**src/rtl/if_prefetch_if.sv**
```systemverilog
// Bundle of the fetch-side ROM handshake and the decode-side instruction handshake
// for if_prefetch; master is the prefetch unit, slave is the surrounding system.
interface if_prefetch_if #(
    parameter int XLEN  = 32,
    parameter int DEPTH = 4
);
    localparam int CW = $clog2(DEPTH) + 1;

    logic            jump_ena_i;
    logic [XLEN-1:0] jump_addr_i;
    logic            rom_req_o;
    logic [XLEN-1:0] rom_addr_o;
    logic            rom_gnt_i;
    logic            rom_rvalid_i;
    logic [31:0]     rom_rdata_i;
    logic            inst_valid_o;
    logic [31:0]     inst_o;
    logic [XLEN-1:0] inst_addr_o;
    logic            inst_ready_i;
    logic [CW-1:0]   fifo_count_o;

    modport master (
        input  jump_ena_i, jump_addr_i, rom_gnt_i, rom_rvalid_i, rom_rdata_i, inst_ready_i,
        output rom_req_o, rom_addr_o, inst_valid_o, inst_o, inst_addr_o, fifo_count_o
    );

    modport slave (
        output jump_ena_i, jump_addr_i, rom_gnt_i, rom_rvalid_i, rom_rdata_i, inst_ready_i,
        input  rom_req_o, rom_addr_o, inst_valid_o, inst_o, inst_addr_o, fifo_count_o
    );
endinterface

```
**src/rtl/if_prefetch.sv**
```systemverilog
// Instruction prefetch front end: owns the PC, issues in-order ROM fetches under a
// credit limit, buffers responses in a small FIFO and redirects on jumps.
module if_prefetch #(
    parameter int              XLEN     = 32,
    parameter int              DEPTH    = 4,
    parameter logic [XLEN-1:0] RESET_PC = '0
) (
    input  logic           clk,
    input  logic           rst,
    if_prefetch_if.master  bus
);
    localparam int            AW      = $clog2(DEPTH);
    localparam int            CW      = AW + 1;
    localparam logic [CW:0]   CREDITS = (CW + 1)'(DEPTH);
    localparam logic [CW-1:0] FULL    = CW'(DEPTH);
    localparam logic [31:0]   NOP     = 32'h0000_0013;

    logic [XLEN-1:0] pc_q, resp_pc_q;
    logic [CW-1:0]   count_q, outst_q, discard_q;
    logic [AW-1:0]   wr_ptr_q, rd_ptr_q;
    logic [31:0]     last_inst_q;
    logic [XLEN-1:0] last_addr_q;

    logic [31:0]     inst_mem [DEPTH];
    logic [XLEN-1:0] addr_mem [DEPTH];

    logic [CW:0]     credit_used;
    logic            jump, fire, resp_ok, drop, push, has_head, inst_valid, pop;
    logic [XLEN-1:0] target;

    assign jump        = bus.jump_ena_i;
    assign target      = {bus.jump_addr_i[XLEN-1:2], 2'b00};
    assign credit_used = {1'b0, count_q} + {1'b0, outst_q};

    // Buffered plus in-flight fetches never exceed DEPTH, so a push always finds room.
    assign bus.rom_req_o  = !rst && !jump && (credit_used < CREDITS);
    assign bus.rom_addr_o = pc_q;
    assign fire           = bus.rom_req_o && bus.rom_gnt_i;

    // A response with nothing outstanding is a ROM protocol error and is dropped silently.
    assign resp_ok = bus.rom_rvalid_i && (outst_q != '0);
    assign drop    = resp_ok && (discard_q != '0);
    assign push    = resp_ok && (discard_q == '0) && !jump;

    assign has_head         = (count_q != '0);
    assign inst_valid       = has_head && !jump;
    assign pop              = inst_valid && bus.inst_ready_i;
    assign bus.inst_valid_o = inst_valid;
    assign bus.inst_o       = has_head ? inst_mem[rd_ptr_q] : last_inst_q;
    assign bus.inst_addr_o  = has_head ? addr_mem[rd_ptr_q] : last_addr_q;
    assign bus.fifo_count_o = count_q;

    always_ff @(posedge clk) begin
        if (push) begin
            inst_mem[wr_ptr_q] <= bus.rom_rdata_i;
            addr_mem[wr_ptr_q] <= resp_pc_q;
        end
    end

    always_ff @(posedge clk) begin
        if (rst) begin
            pc_q        <= RESET_PC;
            resp_pc_q   <= RESET_PC;
            count_q     <= '0;
            outst_q     <= '0;
            discard_q   <= '0;
            wr_ptr_q    <= '0;
            rd_ptr_q    <= '0;
            last_inst_q <= NOP;
            last_addr_q <= '0;
        end else begin
            // Remember what was last shown so an emptied FIFO keeps presenting it.
            if (has_head) begin
                last_inst_q <= inst_mem[rd_ptr_q];
                last_addr_q <= addr_mem[rd_ptr_q];
            end
            if (jump) begin
                pc_q      <= target;
                resp_pc_q <= target;
                count_q   <= '0;
                wr_ptr_q  <= '0;
                rd_ptr_q  <= '0;
                // Everything still in flight after this edge belongs to the old stream.
                outst_q   <= outst_q - CW'(resp_ok);
                discard_q <= outst_q - CW'(resp_ok);
            end else begin
                if (fire) begin
                    pc_q <= pc_q + XLEN'(4);
                end
                outst_q <= outst_q + CW'(fire) - CW'(resp_ok);
                if (drop) begin
                    discard_q <= discard_q - CW'(1);
                end
                if (push) begin
                    wr_ptr_q  <= wr_ptr_q + AW'(1);
                    resp_pc_q <= resp_pc_q + XLEN'(4);
                end
                if (pop) begin
                    rd_ptr_q <= rd_ptr_q + AW'(1);
                end
                count_q <= count_q + CW'(push) - CW'(pop);
            end
        end
    end

    assert property (@(posedge clk) disable iff (rst) !(push && (count_q == FULL)));
endmodule
```
**src/flat_wrapper.sv**
```systemverilog
// flat-port wrapper written by rule: the top's interface ports become plain ports
module if_prefetch_flat 
#(
    parameter int              XLEN     = 32,
    parameter int              DEPTH    = 4,
    parameter logic [XLEN-1:0] RESET_PC = '0
)
  (clk, rst, bus_jump_ena_i, bus_jump_addr_i, bus_rom_gnt_i, bus_rom_rvalid_i, bus_rom_rdata_i, bus_inst_ready_i, bus_rom_req_o, bus_rom_addr_o, bus_inst_valid_o, bus_inst_o, bus_inst_addr_o, bus_fifo_count_o);
  if_prefetch_if #(.XLEN(XLEN), .DEPTH(DEPTH)) bus_i ();
  input  logic clk;
  input  logic rst;
  input wire logic [$bits(bus_i.jump_ena_i)-1:0] bus_jump_ena_i;
  input wire logic [$bits(bus_i.jump_addr_i)-1:0] bus_jump_addr_i;
  input wire logic [$bits(bus_i.rom_gnt_i)-1:0] bus_rom_gnt_i;
  input wire logic [$bits(bus_i.rom_rvalid_i)-1:0] bus_rom_rvalid_i;
  input wire logic [$bits(bus_i.rom_rdata_i)-1:0] bus_rom_rdata_i;
  input wire logic [$bits(bus_i.inst_ready_i)-1:0] bus_inst_ready_i;
  output wire logic [$bits(bus_i.rom_req_o)-1:0] bus_rom_req_o;
  output wire logic [$bits(bus_i.rom_addr_o)-1:0] bus_rom_addr_o;
  output wire logic [$bits(bus_i.inst_valid_o)-1:0] bus_inst_valid_o;
  output wire logic [$bits(bus_i.inst_o)-1:0] bus_inst_o;
  output wire logic [$bits(bus_i.inst_addr_o)-1:0] bus_inst_addr_o;
  output wire logic [$bits(bus_i.fifo_count_o)-1:0] bus_fifo_count_o;
  assign bus_i.jump_ena_i = bus_jump_ena_i;
  assign bus_i.jump_addr_i = bus_jump_addr_i;
  assign bus_i.rom_gnt_i = bus_rom_gnt_i;
  assign bus_i.rom_rvalid_i = bus_rom_rvalid_i;
  assign bus_i.rom_rdata_i = bus_rom_rdata_i;
  assign bus_i.inst_ready_i = bus_inst_ready_i;
  assign bus_rom_req_o = bus_i.rom_req_o;
  assign bus_rom_addr_o = bus_i.rom_addr_o;
  assign bus_inst_valid_o = bus_i.inst_valid_o;
  assign bus_inst_o = bus_i.inst_o;
  assign bus_inst_addr_o = bus_i.inst_addr_o;
  assign bus_fifo_count_o = bus_i.fifo_count_o;
  if_prefetch #(.XLEN(XLEN), .DEPTH(DEPTH), .RESET_PC(RESET_PC)) u_core (.clk(clk), .rst(rst), .bus(bus_i));
endmodule
```
**config.mk**
```make
export PLATFORM = sky130hd
export DESIGN_NAME = if_prefetch_flat
export DESIGN_NICKNAME = d
export VERILOG_FILES = /design/src/rtl/if_prefetch_if.sv /design/src/rtl/if_prefetch.sv /design/src/flat_wrapper.sv
export SDC_FILE = /design/constraint.sdc
export NUM_CORES = 1
export LEC_CHECK = 0
export ABC_AREA = 1
export ABC_CLOCK_PERIOD_IN_PS = 5500
export CAP_MARGIN = 40
export CORE_MARGIN = 8
export CORE_UTILIZATION = 55
export CTS_BUF_LIST = sky130_fd_sc_hd__clkbuf_2
export DETAILED_ROUTE_END_ITERATION = 10
export GPL_TIMING_DRIVEN = 0
export PLACE_DENSITY = 0.8
export SLEW_MARGIN = 20
export SYNTH_ARGS = -nofsm -noshare
export SYNTH_HDL_FRONTEND = slang
export SYNTH_SLANG_ARGS = --single-unit
```
**constraint.sdc**
```tcl
create_clock -name clk -period 5.5 [get_ports clk]
set_clock_uncertainty 0.2 [all_clocks]
set_input_delay 0.55 -clock clk [delete_from_list [all_inputs] [get_ports clk]]
set_output_delay 0.55 -clock clk [all_outputs]
set_load 0.02 [all_outputs]
```
==> impl_metrics.yaml, run 1 <==
outcome:
  status: "complete, no violations"
placed_design:
  port_buffers: 164
  dp.cells: 2334
  hpwlAfterDp_mm: 31.42
  routabilityCongestion: 0.9166
  place_area_um2: 18960
route:
  wirelength_mm: 45.56
  drc: 0
  via_per_inst: 5.570
  vias: 13976
  wl_per_cell_um: 18.16
  drt_first_pass_iters: 6
  dr.first_iter.drc_count: 1326
  antenna_left: 0
synth:
  synth_seq_cells: 387
  seq_area_frac_synth: 0.6174
  ys_dominant_reg_cell: "edfxtp_1"
  syn_area_per_cell_um2: 9.366
  ys_types: 40
  synth_area_um2: 16570
  async_flop_share: 0
  synthCells: 1769
  synth_edf_count: 248
  synth_warnings: 0
clock_tree:
  clk_latency_ns: 0.93
  post_cts_resized: 0
  numCtsBuffers: 91
  cts_tree: "done"
  cts.path.max_buffers: 3
  cts_setup_buffers: 0
  htreeDepth: 3
  path_clk_slew_ns: 0.10
  root_buffer: "clkbuf_2"
  cts_sinks: 387
setup_path:
  worstPathArrival_ns: 3.52
  critPathMaxFanout: 10
  worstPathRequired_ns: 4.75
  start_kind: "flop"
  end_kind: "output port"
  path_class: "flop to output port"
global_routing:
  grt_max_degree: 25
  grt_pass1_wl_mm: 70.88
  gr-total-overflow: 0
  grt_pass1_vias: 13892
  antenna_found_initial: 1
  grtUsageTotal: 0.2461
final_layout:
  finalInstanceArea_um2: 19880
  area_growth_syn_to_layout_pct: 20.00
  nFillCells: 2326
  stdcell_count: 2509
  regArea_um2: 10230
  multiInputGateArea_um2: 5554
  fin_nets: 2131
  layout-drive-gt1-share: 0.1025
floorplanning:
  fp-row-count: 63
  fp.dieW_um: 189.6
  core_region_area_um2: 29640
  io_pins: 171
  dieArea_um2: 35930
  initial_utilization: 0.5590
  die_y_um: 189.6
power_and_ir_drop:
  p_total_w: 0.006277
  power_leakage_nw: 7.523
  p_per_area_nw_per_um2: 315.7
  vdd_drop_max_v: 0.0001404
sta:
  max_freq_mhz: 234.4
  min_period_ns: 4.266
  slew_headroom: 0.4154
  timing.final.crit_share: 0.7757
  tns_ns: 0
  fin_hold_ws_ns: 0.05069
  hold_viol: 0
  final_max_slew_viol_count: 0
  setup_viol: 0
  tightestPinTransition_ns: 0.8770
  rsz0062_at_grt: "no"
worst_hold_path:
  hold_path_class: "input pin to flop"
flow_run:
  maxCapViolCount: 0
critical path, cell delays in order, from the launching register on:
cell,delay [ns]
dfxtp_1,0.37
nor3_4,0.62
inv_2,0.16
buf_2,0.27
buf_1,0.31
nand2_1,0.21
nand2_1,0.08
clkdlybuf4s50_1,0.60
synthesized netlist by cell type, types with 16 or more instances:
| master | number | area (µm²) |
|---|---|---|
| buf_2 | 20 | 100.1 |
| clkbuf_1 | 48 | 180.2 |
| ha_1 | 16 | 200.2 |
| o22ai_1 | 60 | 375.4 |
| o21ai_0 | 177 | 885.9 |
| nand2_1 | 428 | 1607 |
| nand3_1 | 74 | 370.4 |
| edfxtp_1 | 248 | 7447 |
| inv_1 | 108 | 405.4 |
| nor2_1 | 225 | 844.6 |
| dfxtp_1 | 139 | 2783 |
| a21oi_1 | 120 | 600.6 |
sequential cells by signal, summed over array words and instances (netlist names), 3 cells and up, named ones only:
| name | count |
|---|---|
| u_core.resp_pc_q | 30 |
| u_core.inst_mem | 128 |
| u_core.outst_q | 3 |
| u_core.discard_q | 3 |
| u_core.last_inst_q | 32 |
| u_core.bus.fifo_count_o | 3 |
| u_core.last_addr_q | 32 |
| u_core.addr_mem | 120 |
| u_core.bus.rom_addr_o | 30 |
per-layer routing:
layer	GRT usage	part of all wire	wire length, µm
met3	0.05749	0.10	4609
met2	0.4167	0.48	21820
met1	0.2994	0.39	17820
met4	0.1034	0.029	1305
met5	0	0	0
cell families (layout without fill, tap and decap cells):
| group | after synthesis | after routing | share of synthesized area |
|---|---|---|---|
| simple gates | 774 | 774 | 0.1913 |
| flops | 387 | 387 | 0.6174 |
| compound gates | 382 | 382 | 0.1219 |
| fa+ha+maj | 18 | 18 | 0.01450 |
| xor+xnor | 10 | 10 | 0.005286 |
| other cells | 1 | 3 | 0.0002263 |
| buf+inv | 197 | 545 | 0.04939 |
repair_timing:
action / CTS / global route
hold buffers: 5 / 1
hold endpoints to repair: 33 / 2
endpoints found under the setup margin: 0 / 0
cell type report:
class	instances	area share
buffer	87	0.02039
sequential	387	0.5145
clock buffer	139	0.03499
tap	390	0.02454
inverter	110	0.02077
multi-input combinational	1186	0.2793
clock inverter	29	0.008307
timing repair buffer	180	0.09704
antenna	1	0.0001259
stage by stage:
| stage | util | worst slack [ns] |
|---|---|---|
| after floorplan | - | 1.076 |
| after global placement | 0.6310 | -1.634 |
| after detailed placement | 0.6397 | 1.936 |
| after CTS | 0.6704 | 1.204 |
| after global routing | 0.6708 | 1.102 |
| final | 0.6708 | 1.234 |
power breakdown:
part | total, W | internal [W] | switching (W)
sequential | 0.00339 | 0.00327 | 0.000124
clock | 0.00187 | 0.000731 | 0.00114
combinational | 0.00102 | 0.000399 | 0.000617
total | 0.00628 | 0.00440 | 0.00188
final timing paths:
check | startpoint | endpoint | slack (ns) | depth (start not counted)
setup / recovery | u_core.bus.fifo_count_o[0] | bus_inst_addr_o[13] | 1.23 | 7
hold reg to reg | u_core.last_addr_q[0] | u_core.last_addr_q[0] | 0.25 | 2
hold / removal | bus_rom_rdata_i[29] | u_core.inst_mem[1][29] | 0.05 | 1
setup reg to reg | u_core.discard_q[0] | u_core.inst_mem[0][19] | 2.35 | 10
cells in the final DEF (no fill, tap or decap), types with 3 or more instances in the layout:
master           synthesis  final
a31oi_1                 14     14
a21oi_1                120    120
clkbuf_2                 1    140
buf_1                    6      6
buf_16                   0      5
o211ai_1                 3      3
nor3_1                  10     10
nor2_1                 225    221
nand3_1                 74     74
buf_4                   10     10
ha_1                    16     16
edfxtp_1               248    248
xor2_1                   6      6
nand4_1                  5      5
buf_2                   20     20
clkdlybuf4s50_1          0    164
o21ai_1                  5      5
or2_2                    5      5
dlygate4sd3_1            0      6
inv_1                  108    108
nand3b_1                 8      8
dfxtp_1                139    139
nand2_4                  3      3
nor2_2                   6      6
nand2_1                428    428
clkbuf_1                48     48
xnor2_1                  4      4
buf_12                   0      3
o22ai_1                 60     60
o21ai_0                177    177
clkinv_1                 0     20
nor2_4                   1      5
(Power assumes the default switching activity.)
==> run 2, diff against run 1 <==
--- a/config.mk
+++ b/config.mk
@@ -6,10 +6,10 @@
 export NUM_CORES = 1
 export LEC_CHECK = 0
 export ABC_AREA = 1
-export ABC_CLOCK_PERIOD_IN_PS = 5500
+export ABC_CLOCK_PERIOD_IN_PS = 3850
 export CAP_MARGIN = 40
 export CORE_MARGIN = 8
-export CORE_UTILIZATION = 55
+export CORE_UTILIZATION = 53
 export CTS_BUF_LIST = sky130_fd_sc_hd__clkbuf_2
 export DETAILED_ROUTE_END_ITERATION = 10
 export GPL_TIMING_DRIVEN = 0
==> constraint.sdc (replaced) <==
create_clock -name clk -period 3.85 [get_ports clk]
set_clock_uncertainty 0.2 [all_clocks]
set_input_delay 0.385 -clock clk [delete_from_list [all_inputs] [get_ports clk]]
set_output_delay 0.385 -clock clk [all_outputs]
set_load 0.02 [all_outputs]
==> impl_metrics.yaml, run 2 (synthesis gave the netlist of run 1 again) <==
clock_tree:
  cts_sinks: 387
  root_buffer: "clkbuf_2"
  cts_tree: "done"
  numCtsBuffers: 93
  path_clk_slew_ns: 0.09
  clk_latency_ns: 0.93
  htreeDepth: 3
  cts.path.max_buffers: 3
route:
  wl_per_cell_um: 18.27
  antenna_left: 0
  drc: 0
  drt_first_pass_iters: 7
  dr.first_iter.drc_count: 1201
  wirelength_mm: 47.08
  vias: 14212
  via_per_inst: 5.515
sta:
  setup_viol: 0
  tns_ns: 0
  fin_hold_ws_ns: 0.05016
  min_period_ns: 3.801
  slew_headroom: 0.4501
  rsz0062_at_grt: "yes"
  max_freq_mhz: 263.1
  tightestPinTransition_ns: 0.8229
  hold_viol: 0
  timing.final.crit_share: 0.9872
  final_max_slew_viol_count: 0
  setup_ws_ns: 0.04927
floorplanning:
  fp-row-count: 64
  die_y_um: 192.8
  io_pins: 171
  dieArea_um2: 37180
  fp.dieW_um: 192.8
  core_region_area_um2: 30670
  initial_utilization: 0.5402
setup_path:
  end_kind: "output port"
  path_class: "flop to output port"
  start_kind: "flop"
  worstPathArrival_ns: 3.22
  worstPathRequired_ns: 3.26
  cp_common_cell: "nand2_1"
  crit_buf_inv: 4
  cp_slowest_cell: "clkdlybuf4s50_1"
  cpPeakStageDelay_ns: 0.65
  crit_family: "buffers and inverters"
  critPathMaxFanout: 10
  path_cells: "buf_2, inv_1, clkbuf_2, o21ai_0, o22ai_1, nand2_1, nand2_1, clkdlybuf4s50_1"
worst_hold_path:
  hold_path_class: "input pin to flop"
final_layout:
  largest_reg_flops: 128
  area_growth_syn_to_layout_pct: 23.75
  fin_nets: 2188
  layout-drive-gt1-share: 0.1064
  final_common_cell: "nand2_1"
  nFillCells: 2315
  top_register: "u_core.inst_mem"
  largestRegisters: "u_core.inst_mem x128, u_core.addr_mem x120"
  utilization: 0.6685
  final_cell_mix: "428 x nand2_1, 248 x edfxtp_1, 221 x nor2_1, 177 x o21ai_0, 162 x clkdlybuf4s50_1"
power_and_ir_drop:
  p_per_area_nw_per_um2: 440.1
  power_leakage_nw: 7.832
  vdd_drop_max_v: 0.0002706
global_routing:
  grt_pass1_wl_mm: 72.22
  grtUsageTotal: 0.2470
  grt_max_degree: 25
  gr-total-overflow: 0
  antenna_found_initial: 1
  grt_pass1_vias: 13962
placed_design:
  routabilityCongestion: 0.9225
  port_buffers: 164
  hpwlAfterDp_mm: 32.20
  place_ws_ns: 0.3465
flow_run:
  maxCapViolCount: 0
outcome:
  status: "complete, no violations"
run 2: cell types whose count changed in the layout (fill, tap and decap cells not counted), moves of 2 or more:
| cell | delta |
|---|---|
| clkinv_2 | +5 |
| clkinv_1 | +18 |
| clkbuf_1 | -18 |
| dlymetal6s2s_1 | +2 |
| dlygate4sd3_1 | +53 |
| clkbuf_4 | +2 |
| clkdlybuf4s50_1 | -2 |
| buf_4 | +4 |
| buf_2 | +2 |
| buf_1 | -5 |
run 2: cell type report:
type                            instances  area [µm²]  area share
Antenna cell                            1       2.502   0.0001220
Clock buffer                          122       610.6     0.02978
Clock inverter                         53       265.3     0.01294
Inverter                              110       416.7     0.02032
Sequential cell                       387       10230      0.4989
Multi-Input combinational cell       1186        5554      0.2709
Timing Repair Buffer                  236        2492      0.1216
Tap cell                              396       495.5     0.02417
Buffer                                 86       436.7     0.02130
run 2: power breakdown:
group / internal (W) / total [W] / switching [W] / leakage (nW)
clock network: 0.000982 / 0.00268 / 0.00170 / 0.636
logic: 0.000603 / 0.00150 / 0.000900 / 3.81
registers: 0.00467 / 0.00484 / 0.000174 / 3.39
run 2: final timing paths:
| path | cells past startpoint | to | slack (ns) | startpoint |
|---|---|---|---|---|
| max | 8 | bus_inst_addr_o[14] | 0.05 | flop |
| min reg2reg | 2 | u_core.last_addr_q[25] | 0.28 | u_core.last_addr_q[25] |
| max reg2reg | 10 | u_core.inst_mem[0][14] | 0.55 | u_core.discard_q[0] |
| min | 3 | u_core.bus.rom_addr_o[22] | 0.05 | bus_jump_addr_i[22] |
run 2: per-stage QoR:
step                      cell area, µm²  power [W]  instances
after detailed placement           18960   0.006361       2339
after floorplan                    16570   0.005723       1770
after global placement             18710   0.006293       2330
after CTS                          20470   0.009035       2576
final                              20500   0.009024       2577
after global routing               20500   0.009441       2577
run 2: worst reg2reg max path, delay by kind of cell, from the launching register on:
kind | cells | cell delay, ns
simple gates | 4 | 1.39
buf+inv | 5 | 0.91
flops | 1 | 0.32
fa+ha+maj | 1 | 0.15
run 2: per-layer routing:
layer / vias to the layer above / GRT usage / wire length [µm]
li1: 6761 / - / -
met1: 6644 / 0.2994 / 18380
met2: 716 / 0.4193 / 22770
met3: 91 / 0.06126 / 4707
met4: 0 / 0.09459 / 1217
met5: - / 0 / 0
run 2: what timing repair did:
item	CTS	global route
hold endpoints to repair	187	0
hold buffers	59	0
buffers inserted	3	0
setup endpoints to repair	59	61
gates resized for setup	13	26
pin swaps	1	0
